===== config.mk =====
export PLATFORM = sky130hd
export DESIGN_NAME = dff_pipe
export DESIGN_NICKNAME = d
export VERILOG_FILES = /design/src/rtl/dff_pipe.sv
export SDC_FILE = /design/constraint.sdc
export NUM_CORES = 1
export LEC_CHECK = 0
export CORE_MARGIN = 3
export CORE_UTILIZATION = 47
export CTS_CLUSTER_DIAMETER = 150
export DETAILED_ROUTE_END_ITERATION = 16
export PLACE_DENSITY = 0.74
export SLEW_MARGIN = 10
export SYNTH_ARGS = -nofsm -noshare
export SYNTH_HDL_FRONTEND = slang
export SYNTH_SLANG_ARGS = --single-unit

===== constraint.sdc =====
create_clock -name clk -period 1.6 [get_ports clk]
set_input_delay 0.4 -clock clk [delete_from_list [all_inputs] [get_ports clk]]
set_output_delay 0.4 -clock clk [all_outputs]
set_load 0.01 [all_outputs]

===== src/rtl/dff_pipe.sv =====
// Stallable, flushable register pipeline with per-stage valid bits and an occupancy count.
// DATA_RST selects whether the data stages are reset/flushed or are plain enable-only flops.
module dff_pipe #(
  parameter int unsigned      WIDTH    = 8,
  parameter int unsigned      DEPTH    = 4,
  parameter bit               DATA_RST = 1'b1,
  parameter logic [WIDTH-1:0] RST_VAL  = '0
) (
  input  logic                       clk,
  input  logic                       reset_n,
  input  logic                       en_i,
  input  logic                       flush_i,
  input  logic                       valid_i,
  input  logic [WIDTH-1:0]           d_i,
  output logic                       valid_o,
  output logic [WIDTH-1:0]           q_o,
  output logic [$clog2(DEPTH+1)-1:0] occ_o
);

  localparam int unsigned OccW = $clog2(DEPTH + 1);

  if (DEPTH < 1) begin : g_bad_depth
    $error("dff_pipe: DEPTH must be at least 1");
  end

  logic [WIDTH-1:0] data_q [DEPTH];
  logic [WIDTH-1:0] data_d [DEPTH];
  logic [DEPTH-1:0] vld_q, vld_d;
  logic [OccW-1:0]  occ_q, occ_d;

  // Reset is applied in the flops; flush is folded into the next-state logic here.
  always_comb begin
    vld_d  = vld_q;
    occ_d  = occ_q;
    data_d = data_q;
    if (flush_i) begin
      vld_d = '0;
      occ_d = '0;
      if (DATA_RST) begin
        for (int k = 0; k < DEPTH; k++) begin
          data_d[k] = RST_VAL;
        end
      end
    end else if (en_i) begin
      vld_d[0]  = valid_i;
      data_d[0] = d_i;
      for (int k = 1; k < DEPTH; k++) begin
        vld_d[k]  = vld_q[k-1];
        data_d[k] = data_q[k-1];
      end
      occ_d = occ_q + OccW'(valid_i) - OccW'(vld_q[DEPTH-1]);
    end
  end

  always_ff @(posedge clk) begin
    if (!reset_n) begin
      vld_q <= '0;
      occ_q <= '0;
    end else begin
      vld_q <= vld_d;
      occ_q <= occ_d;
    end
  end

  if (DATA_RST) begin : g_data_rst
    always_ff @(posedge clk) begin
      if (!reset_n) begin
        for (int k = 0; k < DEPTH; k++) begin
          data_q[k] <= RST_VAL;
        end
      end else begin
        data_q <= data_d;
      end
    end
  end else begin : g_data_nrst
    // No reset value: reset_n only acts as a hold enable so data stays unchanged.
    always_ff @(posedge clk) begin
      if (reset_n) begin
        data_q <= data_d;
      end
    end
  end

  assign valid_o = vld_q[DEPTH-1];
  assign q_o     = data_q[DEPTH-1];
  assign occ_o   = occ_q;

endmodule

# Yosys cells after proc, flatten, opt, wreduce, memory -nomap -nowiden

Cells that the tools add are included.

Add/subtract/negate cells: 2
Bitwise logic cells: 1
Reduce and logical (&&, ||, !) cells: 1

Operators with widths:

| cell            | number |
|---|---|
| $add 3x1->3     | 1 |
| $sub 3x1->3     | 1 |
| $reduce_or 2->1 | 1 |
| $not 1->1       | 1 |

Flip-flop bits (word level): 39
Output and inout bits: 12
Logic and storage cells: 10

# Depth between registers and ports, before layout

Word-level depth: 2
Gate-level depth with buffers: 9

# Worst setup path after synthesis

OpenSTA, ideal clock, no wires.

Path type: register -> register
From: register occ_q[0] (netlist: occ_o[0])
To: register occ_q[2] (netlist: occ_o[2])
Setup time: 0.059 ns
Arrival time: 1.746 ns
Setup slack: -0.205 ns
Stages on the path, launching flop included: 10
Path buffers: 0
Period minus slack after synthesis: 1.805 ns
Path through: dfxtp_1 > inv_1 > ha_1 > inv_1 > ha_1 > inv_1 > fa_1 > xor2_1 > a211oi_1 > a31o_1

Cells in the longest elaborated chain, start to end: 2

Ends and longest elaborated chain:

| element                  | line | RTL |
|---|---|---|
| start: declaration       | 29   | `logic [OccW-1:0] occ_q, occ_d;` |
| start signal: assignment | 58   | `occ_q <= '0;` |
| start signal: assignment | 61   | `occ_q <= occ_d;` |
| $add 3x1->3              | 51   | `occ_d = occ_q + OccW'(valid_i) - OccW'(vld_q[DEPTH-1]);` |
| $sub 3x1->3              | 51   |  |

Every way passes these cells.
A chain may end at the register's enable or synchronous reset.

# Worst setup path in the final report

From: input valid_i
To: register occ_q[2] (netlist: occ_o[2])

Cells in the longest elaborated chain, start to end: 2

Ends and longest elaborated chain:

| element            | line | RTL |
|---|---|---|
| start: declaration | 13   | `input logic valid_i,` |
| $add 3x1->3        | 51   |  |
| $sub 3x1->3        | 51   |  |

Every way passes these cells.

==> flow_summary.ini <==
[status]
status = complete, but fails checks
violations = negative setup slack

[grt]
met2_usage_pct = 26.7
grt_max_degree = 42
grt_busiest_layer = met2
grt_pass1_vias = 1053
grt_overflow = 0
grt_first_pass_wirelength_microns = 4370
met1_usage_pct = 12.6
antenna_found_initial = 0
grt_util_all_layers_pct = 14.1
use_met3_pct = 6.85

[placed_design]
dpl.hpwl_microns = 1760
port_buffers = 24
gp_congestion = 0.727

[detailed_routing]
drt-pass1-iter-count = 4
routed_wl_microns = 2480
viasPerCell = 4.79
drtIter0Drc = 33
wl_per_cell_microns = 12.0
postRouteAntennaNets = 0
via_count = 986
drt_drc_violations_left = 0

[finish]
layout.cells.most_common = nor2_1
mostFrequentLayoutCells = 39 x nor2_1, 37 x mux2i_1, 36 x dfxtp_1
final_util_pct = 58.4
antenna_cells = 0
syn_to_final_growth_pct = 15.2
drive_gt1_share_pct = 14.8
nets = 179

[floorplanning]
die_y_microns = 64.3
initial_core_util_pct = 50.7
core-area_sq_um = 3150
dieArea_sq_um = 4140
rows = 20
die_w_microns = 64.3
ioPinCount = 25

[power_and_ir_drop]
total_power_w = 0.00156
switchingPower_w = 0.000346
p_int_w = 0.00122
vdd.ir_drop.worst_mv = 0.572
swShare_pct = 22.2
clkPwrFrac_pct = 27.6
combinationalPowerShare_pct = 9.1
seqPwrFrac_pct = 63.3
p_per_area_nw_per_um2 = 848
leakage_nw = 0.833

[clocking]
clock-sinks = 39
cts.path.max_buffers = 2
cts_buffers = 5
clk_latency_ns = 0.34
post_cts_buffers = 0
clk_pin_slew_worst_paths_ns = 0.10
cts-root-buf = clkbuf_4
cts_hold_buf = 0
h-tree-depth = 2
cts_tree = done

[logic_synthesis]
yosys.area_share.simple_pct = 10.0
synth.area.mux_share_pct = 23.2
synth_xor_area_share_pct = 0.548
yosys_warnings = 0
synthAdderAreaFrac_pct = 2.82
yosys_register_bits = 39
syn_inst = 144
syn_nets = 160
syn_area_sq_um = 1600
synth_cell_types = 15
synth_compound_area_share_pct = 1.80
yosysSeqAreaShare_pct = 48.9
synth_area_per_cell_sq_um = 11.1
synth_top_family_by_area = multiplexers

[critical_path]
slowest_delay_ns = 0.54
path_cells = clkdlybuf4s50_1 -> ha_4 -> inv_2 -> fa_2 -> xor2_2 -> a211oi_2 -> a31o_1
worstPathRequired_ns = 1.85
cp.arrival_ns = 1.94
start_kind = input port
slowest_stage = clkdlybuf4s50_1
worst-path-max-fanout = 2
setup.worst_path.class = in -> reg
critical_path.endpoint_type = register

[timing]
fin_ws_ns = -0.0935
rsz0062_at_grt = true
period_minus_slack_ns = 1.69
worst_pin_slew_ns = 0.268
hold_viol_final = 0
final_max_slew_viol_count = 0
fin_crit_sh_pct = 106
fin_worst_skew_ns = 0.0124
slew_headroom_pct = 82.1
setup_viol = 1
fmax_mhz = 590

[min_path]
hold_path_class = reg -> reg

[flow_run]
maxCapViolCount = 0
## final timing paths
| check | start | to | slack (ns) | depth (start not counted) |
|---|---|---|---|---|
| worst min-delay path | q_o[1]$_SDFFE_PP0P_ | q_o[1]$_SDFFE_PP0P_ | 0.50 | 2 |
| worst min register to register | q_o[1]$_SDFFE_PP0P_ | q_o[1]$_SDFFE_PP0P_ | 0.50 | 2 |
| worst max register to register | occ_o[0]$_SDFFE_PP0P_ | occ_o[2]$_SDFFE_PP0P_ | -0.09 | 9 |
| worst max-delay path | valid_i | occ_o[2]$_SDFFE_PP0P_ | -0.09 | 7 |
## area by class of cell
type / instances / area [sq um]
Clock buffer: 6 / 41.3
Fill cell: 290 / 1310
Inverter: 4 / 17.5
Multi-Input combinational cell: 84 / 653
Sequential cell: 39 / 787
Tap cell: 44 / 55.1
Timing Repair Buffer: 29 / 287
## Yosys cell counts (all sizes together)
| library cell | number | area, sq um |
|---|---|---|
| clkbuf | 1 | 3.75 |
| nor2 | 39 | 146 |
| a211oi | 2 | 20.0 |
| inv | 4 | 15.0 |
| nand2b | 1 | 13.8 |
| buf | 16 | 185 |
| dfxtp | 39 | 781 |
| ha | 2 | 25.0 |
| xor2 | 1 | 8.76 |
| a31o | 1 | 8.76 |
| fa | 1 | 20.0 |
| mux2i | 37 | 370 |
## metal layers
metal / part of all wire [%] / vias up
li1: - / 500
met2: 54 / 21
met3: 4.8 / 5
met1: 40 / 460
met4: 1.7 / 0
met5: 0 / -
## logic make-up (layout without fill, tap and decap cells)
| family | after synthesis | after routing |
|---|---|---|
| simple gates | 40 | 40 |
| compound gates | 3 | 3 |
| fa+ha+maj | 3 | 3 |
| xor+xnor | 1 | 1 |
| mux | 37 | 37 |
| flops | 39 | 39 |
| buf+inv | 21 | 39 |
## flip-flops by register name (all words and copies together), names as in the netlist
register,count
data_q,24
q_o,8
vld_q,4
occ_o,3
## power by group through the flow
stage	clock network, W	registers [W]	logic, W
finish	0.000430	0.000989	0.000142
detailed placement	0	0.00101	0.000139
CTS	0.000451	0.000989	0.000143
global route	0.000497	0.000991	0.000156
floorplan	0	0.00101	0.000110
global placement	0	0.00101	0.000135
## through the flow
stage                     setup TNS [ns]  hold slack, ns  area (sq um)  instances  setup slack (ns)
after floorplan                   -0.111           0.460          1600        144            -0.111
after global placement            -0.556           0.474          1770        200            -0.355
after detailed placement          -0.641           0.484          1770        200            -0.409
after CTS                         -0.230           0.502          1830        206            -0.128
after global routing              -0.191           0.529          1840        206            -0.191
final                            -0.0935           0.496          1840        206           -0.0935
## worst max-delay path: cells and delay by family
family / cells / cell delay, ns
AO/OA/AOI/OAI: 2 / 0.27
adder cells (fa/ha/maj): 2 / 0.50
XOR/XNOR: 1 / 0.20
buffers and inverters: 2 / 0.57
## timing repair
action | CTS | global route
pin swaps | 3 | 5
setup endpoints to repair | 14 | 3
gates resized for setup | 21 | 3
No activity file was read; power rests on OpenSTA's default activity.
